==> config.mk <==
export PLATFORM = sky130hd
export DESIGN_NAME = vram_server_flat
export DESIGN_NICKNAME = d
export VERILOG_FILES = /design/src/rtl/vram_server_if.sv /design/src/rtl/vram_server.sv /design/src/flat_wrapper.sv
export SDC_FILE = /design/constraint.sdc
export NUM_CORES = 1
export LEC_CHECK = 0
export ABC_AREA = 1
export BUFFER_PORTS_ARGS = -buffer_cell sky130_fd_sc_hd__buf_4
export CORE_MARGIN = 5
export CORE_UTILIZATION = 53
export CTS_CLUSTER_DIAMETER = 80
export DETAILED_ROUTE_END_ITERATION = 8
export GPL_ROUTABILITY_DRIVEN = 0
export PLACE_DENSITY_LB_ADDON = 0.1
export SLEW_MARGIN = 20
export SYNTH_ARGS = -nofsm -noshare
export SYNTH_HDL_FRONTEND = slang
export SYNTH_SLANG_ARGS = --single-unit
==> constraint.sdc <==
create_clock -name clk_sys -period 2 [get_ports clk_sys]
set_input_delay 0.4 -clock clk_sys [delete_from_list [all_inputs] [get_ports clk_sys]]
set_output_delay 0.4 -clock clk_sys [all_outputs]
set_load 0.005 [all_outputs]
==> src/rtl/vram_server_if.sv <==
// Memory-controller port of the VRAM server: one request/acknowledge channel
// to the single-port 16-bit external VRAM.
interface vram_server_if #(
  parameter int ADDR_W = 19
);
  logic              mem_req;
  logic              mem_we;
  logic [1:0]        mem_be;
  logic [ADDR_W-1:0] mem_addr;
  logic [15:0]       mem_din;
  logic [15:0]       mem_dout;
  logic              mem_ack;

  modport master (
    output mem_req, mem_we, mem_be, mem_addr, mem_din,
    input  mem_dout, mem_ack
  );

  modport slave (
    input  mem_req, mem_we, mem_be, mem_addr, mem_din,
    output mem_dout, mem_ack
  );
endinterface

==> src/rtl/vram_server.sv <==
// VRAM arbiter: serves the video controller's word-pair fetches and Z80 byte
// accesses over one 16-bit memory port, with video always taking priority.
module vram_server #(
  parameter int ADDR_W     = 19,
  parameter int CPU_ADDR_W = 20
) (
  input  logic                  clk_sys,
  input  logic                  reset,
  input  logic                  vid_req,
  input  logic [ADDR_W-1:0]     vram_addr1,
  input  logic [ADDR_W-1:0]     vram_addr2,
  output logic [15:0]           vram_dout1,
  output logic [15:0]           vram_dout2,
  output logic                  vid_done,
  output logic                  vid_overrun,
  input  logic                  cpu_rd,
  input  logic                  cpu_wr,
  input  logic [CPU_ADDR_W-1:0] cpu_addr,
  input  logic [7:0]            cpu_din,
  output logic [7:0]            cpu_dout,
  output logic                  cpu_ack,
  output logic                  cpu_busy,
  vram_server_if.master         mem
);
  typedef enum logic [1:0] {S_IDLE = 2'd0, S_V1 = 2'd1, S_V2 = 2'd2, S_CPU = 2'd3} state_t;

  state_t                  state_q, state_d;
  logic                    vid_pend_q, vid_pend_d, restart_q, restart_d;
  logic [ADDR_W-1:0]       va1_q, va1_d, va2_q, va2_d;
  logic [15:0]             t1_q, t1_d, dout1_q, dout1_d, dout2_q, dout2_d;
  logic                    vid_done_q, vid_done_d, overrun_q, overrun_d;
  logic                    busy_q, busy_d, cpu_we_q, cpu_we_d;
  logic [CPU_ADDR_W-1:0]   cpu_addr_q, cpu_addr_d;
  logic [7:0]              cpu_din_q, cpu_din_d, cpu_dout_q, cpu_dout_d;
  logic                    cpu_ack_q, cpu_ack_d;
  logic                    mem_req_q, mem_req_d, mem_we_q, mem_we_d;
  logic [1:0]              mem_be_q, mem_be_d;
  logic [ADDR_W-1:0]       mem_addr_q, mem_addr_d;
  logic [15:0]             mem_din_q, mem_din_d;

  // Request capture, arbitration and per-state memory command generation.
  always_comb begin
    state_d    = state_q;    vid_pend_d = vid_pend_q; restart_d  = restart_q;
    va1_d      = va1_q;      va2_d      = va2_q;      t1_d       = t1_q;
    dout1_d    = dout1_q;    dout2_d    = dout2_q;    vid_done_d = 1'b0;
    overrun_d  = overrun_q;  busy_d     = busy_q;     cpu_we_d   = cpu_we_q;
    cpu_addr_d = cpu_addr_q; cpu_din_d  = cpu_din_q;  cpu_dout_d = cpu_dout_q;
    cpu_ack_d  = 1'b0;       mem_req_d  = mem_req_q;  mem_we_d   = mem_we_q;
    mem_be_d   = mem_be_q;   mem_addr_d = mem_addr_q; mem_din_d  = mem_din_q;

    // A new pair replaces a pending one; an in-flight pair is marked stale.
    if (vid_req) begin
      va1_d      = vram_addr1;
      va2_d      = vram_addr2;
      vid_pend_d = 1'b1;
      if (vid_pend_q) begin
        overrun_d = 1'b1;
        if ((state_q == S_V1) || (state_q == S_V2)) begin
          restart_d = 1'b1;
        end else begin
          restart_d = restart_q;
        end
      end else begin
        overrun_d = overrun_q;
      end
    end else begin
      vid_pend_d = vid_pend_q;
    end

    if (!busy_q && (cpu_rd || cpu_wr)) begin
      busy_d     = 1'b1;
      cpu_we_d   = cpu_wr;
      cpu_addr_d = cpu_addr;
      cpu_din_d  = cpu_din;
    end else begin
      busy_d = busy_q;
    end

    case (state_q)
      S_IDLE: begin
        if (vid_pend_q) begin
          state_d    = S_V1;
          mem_req_d  = 1'b1;
          mem_we_d   = 1'b0;
          mem_be_d   = 2'b11;
          mem_addr_d = va1_d;
          mem_din_d  = 16'h0000;
          restart_d  = 1'b0;
        end else if (busy_q) begin
          state_d    = S_CPU;
          mem_req_d  = 1'b1;
          mem_we_d   = cpu_we_q;
          mem_be_d   = cpu_we_q ? (cpu_addr_q[0] ? 2'b10 : 2'b01) : 2'b11;
          mem_addr_d = cpu_addr_q[CPU_ADDR_W-1:1];
          mem_din_d  = {cpu_din_q, cpu_din_q};
        end else begin
          mem_req_d = 1'b0;
        end
      end
      S_V1: begin
        if (mem.mem_ack) begin
          if (restart_d) begin
            state_d   = S_IDLE;
            mem_req_d = 1'b0;
            restart_d = 1'b0;
          end else begin
            t1_d       = mem.mem_dout;
            state_d    = S_V2;
            mem_addr_d = va2_q;
          end
        end else begin
          state_d = S_V1;
        end
      end
      S_V2: begin
        if (mem.mem_ack) begin
          state_d   = S_IDLE;
          mem_req_d = 1'b0;
          if (restart_d) begin
            restart_d = 1'b0;
          end else begin
            dout1_d    = t1_q;
            dout2_d    = mem.mem_dout;
            vid_done_d = 1'b1;
            vid_pend_d = 1'b0;
          end
        end else begin
          state_d = S_V2;
        end
      end
      S_CPU: begin
        if (mem.mem_ack) begin
          state_d   = S_IDLE;
          mem_req_d = 1'b0;
          cpu_ack_d = 1'b1;
          busy_d    = 1'b0;
          if (!cpu_we_q) begin
            cpu_dout_d = cpu_addr_q[0] ? mem.mem_dout[15:8] : mem.mem_dout[7:0];
          end else begin
            cpu_dout_d = cpu_dout_q;
          end
        end else begin
          state_d = S_CPU;
        end
      end
      default: begin
        state_d   = S_IDLE;
        mem_req_d = 1'b0;
      end
    endcase
  end

  // State and output registers with synchronous reset.
  always_ff @(posedge clk_sys) begin
    if (reset) begin
      state_q    <= S_IDLE; vid_pend_q <= 1'b0;     restart_q  <= 1'b0;
      va1_q      <= '0;     va2_q      <= '0;       t1_q       <= 16'h0000;
      dout1_q    <= 16'h0000; dout2_q  <= 16'h0000; vid_done_q <= 1'b0;
      overrun_q  <= 1'b0;   busy_q     <= 1'b0;     cpu_we_q   <= 1'b0;
      cpu_addr_q <= '0;     cpu_din_q  <= 8'h00;    cpu_dout_q <= 8'h00;
      cpu_ack_q  <= 1'b0;   mem_req_q  <= 1'b0;     mem_we_q   <= 1'b0;
      mem_be_q   <= 2'b00;  mem_addr_q <= '0;       mem_din_q  <= 16'h0000;
    end else begin
      state_q    <= state_d;    vid_pend_q <= vid_pend_d; restart_q  <= restart_d;
      va1_q      <= va1_d;      va2_q      <= va2_d;      t1_q       <= t1_d;
      dout1_q    <= dout1_d;    dout2_q    <= dout2_d;    vid_done_q <= vid_done_d;
      overrun_q  <= overrun_d;  busy_q     <= busy_d;     cpu_we_q   <= cpu_we_d;
      cpu_addr_q <= cpu_addr_d; cpu_din_q  <= cpu_din_d;  cpu_dout_q <= cpu_dout_d;
      cpu_ack_q  <= cpu_ack_d;  mem_req_q  <= mem_req_d;  mem_we_q   <= mem_we_d;
      mem_be_q   <= mem_be_d;   mem_addr_q <= mem_addr_d; mem_din_q  <= mem_din_d;
    end
  end

  assign vram_dout1   = dout1_q;
  assign vram_dout2   = dout2_q;
  assign vid_done     = vid_done_q;
  assign vid_overrun  = overrun_q;
  assign cpu_dout     = cpu_dout_q;
  assign cpu_ack      = cpu_ack_q;
  assign cpu_busy     = busy_q;
  assign mem.mem_req  = mem_req_q;
  assign mem.mem_we   = mem_we_q;
  assign mem.mem_be   = mem_be_q;
  assign mem.mem_addr = mem_addr_q;
  assign mem.mem_din  = mem_din_q;
endmodule
==> src/flat_wrapper.sv <==
// flat-port wrapper written by rule: the top's interface ports become plain ports
module vram_server_flat 
#(
  parameter int ADDR_W     = 19,
  parameter int CPU_ADDR_W = 20
)
  (clk_sys, reset, vid_req, vram_addr1, vram_addr2, vram_dout1, vram_dout2, vid_done, vid_overrun, cpu_rd, cpu_wr, cpu_addr, cpu_din, cpu_dout, cpu_ack, cpu_busy, mem_mem_req, mem_mem_we, mem_mem_be, mem_mem_addr, mem_mem_din, mem_mem_dout, mem_mem_ack);
  vram_server_if #(.ADDR_W(ADDR_W)) mem_i ();
  input  logic clk_sys;
  input  logic reset;
  input  logic vid_req;
  input  logic [ADDR_W-1:0] vram_addr1;
  input  logic [ADDR_W-1:0] vram_addr2;
  output logic [15:0] vram_dout1;
  output logic [15:0] vram_dout2;
  output logic vid_done;
  output logic vid_overrun;
  input  logic cpu_rd;
  input  logic cpu_wr;
  input  logic [CPU_ADDR_W-1:0] cpu_addr;
  input  logic [7:0] cpu_din;
  output logic [7:0] cpu_dout;
  output logic cpu_ack;
  output logic cpu_busy;
  output wire logic [$bits(mem_i.mem_req)-1:0] mem_mem_req;
  output wire logic [$bits(mem_i.mem_we)-1:0] mem_mem_we;
  output wire logic [$bits(mem_i.mem_be)-1:0] mem_mem_be;
  output wire logic [$bits(mem_i.mem_addr)-1:0] mem_mem_addr;
  output wire logic [$bits(mem_i.mem_din)-1:0] mem_mem_din;
  input wire logic [$bits(mem_i.mem_dout)-1:0] mem_mem_dout;
  input wire logic [$bits(mem_i.mem_ack)-1:0] mem_mem_ack;
  assign mem_mem_req = mem_i.mem_req;
  assign mem_mem_we = mem_i.mem_we;
  assign mem_mem_be = mem_i.mem_be;
  assign mem_mem_addr = mem_i.mem_addr;
  assign mem_mem_din = mem_i.mem_din;
  assign mem_i.mem_dout = mem_mem_dout;
  assign mem_i.mem_ack = mem_mem_ack;
  vram_server #(.ADDR_W(ADDR_W), .CPU_ADDR_W(CPU_ADDR_W)) u_core (.clk_sys(clk_sys), .reset(reset), .vid_req(vid_req), .vram_addr1(vram_addr1), .vram_addr2(vram_addr2), .vram_dout1(vram_dout1), .vram_dout2(vram_dout2), .vid_done(vid_done), .vid_overrun(vid_overrun), .cpu_rd(cpu_rd), .cpu_wr(cpu_wr), .cpu_addr(cpu_addr), .cpu_din(cpu_din), .cpu_dout(cpu_dout), .cpu_ack(cpu_ack), .cpu_busy(cpu_busy), .mem(mem_i));
endmodule
==> flow_metrics.tcl <==
set metrics [dict create \
    run_status "completed" \
    r2r_start "u_core.state_q[0]$_SDFFE_PP0P_" \
    grt_setup_unrepaired "no" \
    routed_via_density 4.957 \
    synth.cell_area_um2 6506 \
    drv_slew 0 \
    post_route_cells_drive_above_1_share_pct 21.98 \
    yosys_register_bits 162 \
    worstSetupStartpointType "register" \
    totalWireLength_um 16670 \
    reg2reg_setup_slack_ns 0.19 \
    holdPathEnd "u_core.vram_dout2[1]$_SDFFE_PP0P_" \
    design.die.area_um2 14590 \
    maxClockFrequency_ghz 0.5539 \
    tritoncts "done" \
    die_width_um 120.8 \
    synth_nets 1003 \
    crit_path_cell_trace "inv_1 > ha_1 > nand3_2 > nand2_1 > inv_2 > nand3_4 > buf_4 > nand3_1 > nand2_1" \
    hold_class "primary input to register" \
    wl_per_cell_um 13.71 \
    insertedDiodeCount 0 \
    synth.yosys.seq_area_share_pct 49.85 \
    first_global_vias 5470 \
    antenna_left 0 \
    cts-root-buf "sky130_fd_sc_hd__clkbuf_16" \
    critical-path-slowest-cell "sky130_fd_sc_hd__dfxtp_1" \
    sequential_cell_area_um2 3243 \
    ir_drop_mv 0.6095 \
    post-route-worst-setup-slack_ns 0.1945 \
    multi_input_comb_area_um2 2709 \
    clock_insertion_delay_worst_skew_ns 0.42 \
    detailroute.via_count 6028 \
    synth-warning-count 0 \
    worst_slew_margin_rel_pct 63.87 \
    ff2ff_path_depth 9 \
    detailedPlacementHpwl_um 11870 \
    setup-tns-final_ns 0 \
    critical_path.max_fanout 33 \
    post-route-period-util_pct 90.28 \
    cts-htree-levels 4 \
    floorplan.rows 40 \
    post-place-ws_ns 0.2094 \
    cts.sinks 162 \
    timing.critical_path.slowest_cell_delay_ns 0.39 \
    flow.area_growth_from_synthesis_pct 30.87 \
    core_um2 12010 \
    p_total_mw 9.125 \
    worst_pin_slew_ns 0.5412 \
    nets 1148 \
    timing.critical_path.arrival_ns 2.17 \
    grt_max_degree 53 \
    clock_pin_slew_worst_setup_and_hold_paths_ns 0.06 \
    final.min_clock_period_ns 1.806 \
    maxCapViolations 0 \
    post_cts_resized 0 \
    wire_length_of_the_first_global_routing_pass_um 27170 \
    cp_common_cell "sky130_fd_sc_hd__nand2_1" \
    worstSetupEndpointType "register" \
    post_cts_buffers 0 \
    rr_endpoint "u_core.vram_dout1[10]$_SDFFE_PP0P_" \
    ios 171 \
    power.density_cell_area_nw_per_um2 1072 \
    drc_viols 0 \
    track_usage_pct 23.08 \
    synth_cell_type_count 25 \
    fillerInstances 1070 \
    setup_violation_total_in_the_final_timing_report 0 \
    initial_utilization_pct 54.17 \
    total_leakage_power_nw 4.163 \
    worstSetupPathType "register to register" \
    hold_viol 0 \
    whs_path_depth 3 \
    drt_iter0_drc 477 \
    gate_count_after_technology_mapping 911 \
    grt_remaining_overflow 0 \
    numCtsBuffers 17 \
    chipHeight_um 120.8 \
    number_of_buffers_on_the_longest_clock_path 2 \
    hp-start "mem_mem_dout[1]" \
    worst_clock_skew_ns 0.005192 \
    drt_first_pass_iters 5 \
    antenna_found_initial 0 \
    placement.io_buffers 170 \
    syn_avg_cell_area_um2 7.142 \
    critical_path_required_ns 2.36 \
    holdBufCountCts 0 \
]
layer usage:
metal  global-route usage, %  vias to the layer above  routed length, um
met4                   7.365                        0                237
met5                       0                        -                  0
met2                   34.09                      200               7241
li1                        -                     3150                  -
met1                   33.62                     2658               8049
met3                   4.911                       20               1142
placed cells by master, fill, tap and decap left out, types with 6 or more instances in the layout:
cell and n:
sky130_fd_sc_hd__dfxtp_1 162, sky130_fd_sc_hd__nand3_1 45, sky130_fd_sc_hd__nand2_1 222, sky130_fd_sc_hd__buf_4 184, sky130_fd_sc_hd__o21ai_0 89, sky130_fd_sc_hd__inv_1 53
sky130_fd_sc_hd__bufinv_16 6, sky130_fd_sc_hd__a21oi_1 64, sky130_fd_sc_hd__nor2_1 188, sky130_fd_sc_hd__clkbuf_16 17
synth_stat cells:
| library cell | number | area share, % |
|---|---|---|
| sky130_fd_sc_hd__nand2_1 | 222 | 13 |
| sky130_fd_sc_hd__nor2_1 | 188 | 11 |
| sky130_fd_sc_hd__dfxtp_1 | 162 | 50 |
| sky130_fd_sc_hd__o21ai_0 | 89 | 6.8 |
| sky130_fd_sc_hd__a21oi_1 | 64 | 4.9 |
| sky130_fd_sc_hd__inv_1 | 53 | 3.1 |
| sky130_fd_sc_hd__nand3_1 | 45 | 3.5 |
| sky130_fd_sc_hd__buf_2 | 23 | 1.8 |
| sky130_fd_sc_hd__clkbuf_1 | 20 | 1.2 |
| sky130_fd_sc_hd__buf_4 | 14 | 1.6 |
| sky130_fd_sc_hd__inv_2 | 5 | 0.29 |
| sky130_fd_sc_hd__buf_1 | 4 | 0.23 |
| sky130_fd_sc_hd__ha_1 | 4 | 0.77 |
| sky130_fd_sc_hd__or2_2 | 4 | 0.38 |
| sky130_fd_sc_hd__buf_6 | 2 | 0.35 |
| sky130_fd_sc_hd__nand3_2 | 2 | 0.31 |
| sky130_fd_sc_hd__nand4_1 | 2 | 0.19 |
| sky130_fd_sc_hd__a31oi_1 | 1 | 0.096 |
| sky130_fd_sc_hd__clkinv_1 | 1 | 0.058 |
| sky130_fd_sc_hd__nand3_4 | 1 | 0.27 |
| sky130_fd_sc_hd__nor2_2 | 1 | 0.096 |
| sky130_fd_sc_hd__nor2_4 | 1 | 0.17 |
| sky130_fd_sc_hd__nor3_4 | 1 | 0.25 |
| sky130_fd_sc_hd__o21bai_1 | 1 | 0.12 |
| sky130_fd_sc_hd__or2_1 | 1 | 0.096 |
area by class of cell:
class / instances / share of cell area [%]
clock buffer: 21 / 5.525
timing repair buffer: 189 / 17.40
clock inverter: 11 / 2.410
inverter: 59 / 2.601
multi-input combinational: 627 / 31.81
tap: 147 / 2.160
sequential: 162 / 38.09
logic make-up (layout without fill, tap and decap cells):
kind of cell	count (synthesis)	count (layout)	synth area share, %
flip-flops	162	162	49.85
buffers and inverters	122	280	8.519
AO/OA/AOI/OAI	155	155	11.98
adder cells (fa/ha/maj)	4	4	0.7693
AND/OR/NAND/NOR	468	468	28.88
power breakdown:
group	total (mW)	switching, mW	leakage (nW)	internal (mW)
sequential	3.72	0.179	1.33	3.54
combinational	1.72	0.967	2.50	0.752
clock	3.69	1.26	0.337	2.43
critical path: cells and delay by family (launching register included):
kind	cells	cell delay [ns]
fa+ha+maj	1	0.33
buf+inv	3	0.49
flops	1	0.39
simple gates	5	0.53
sequential cells by signal (all words and copies together) (netlist names), 2 cells and up:
| register | cells |
|---|---|
| u_core.mem.mem_din | 8 |
| u_core.cpu_dout | 8 |
| u_core.mem.mem_be | 2 |
| u_core.vram_dout2 | 16 |
| u_core.cpu_din_q | 8 |
| u_core.vram_dout1 | 16 |
| u_core.va1_q | 19 |
| u_core.va2_q | 19 |
| u_core.mem.mem_addr | 19 |
| u_core.state_q | 2 |
| u_core.t1_q | 16 |
| u_core.cpu_addr_q | 20 |
metrics by stage:
step	util (%)	area (um^2)	hold slack, ns	instances
final	70.89	8514	0.1835	1216
after global routing	70.89	8514	0.1835	1216
after CTS	70.89	8514	0.1713	1216
after detailed placement	65.26	7839	0.4311	1184
after global placement	65.26	7839	0.4274	1184
after floorplan	-	6506	0.4188	911
how the worst max path moves through the flow:
stage | from | end
detailed placement | u_core.state_q[0]$_SDFFE_PP0P_ | u_core.vid_pend_q$_SDFF_PP0_
CTS | u_core.state_q[0]$_SDFFE_PP0P_ | u_core.vram_dout1[10]$_SDFFE_PP0P_
global route | u_core.state_q[0]$_SDFFE_PP0P_ | u_core.vid_pend_q$_SDFF_PP0_
finish | u_core.state_q[0]$_SDFFE_PP0P_ | u_core.vram_dout1[10]$_SDFFE_PP0P_
global placement | u_core.state_q[0]$_SDFFE_PP0P_ | u_core.vid_pend_q$_SDFF_PP0_
floorplan | u_core.state_q[0]$_SDFFE_PP0P_ | u_core.mem.mem_addr[10]$_SDFFE_PP0P_
No activity file was read; power rests on OpenSTA's default activity.
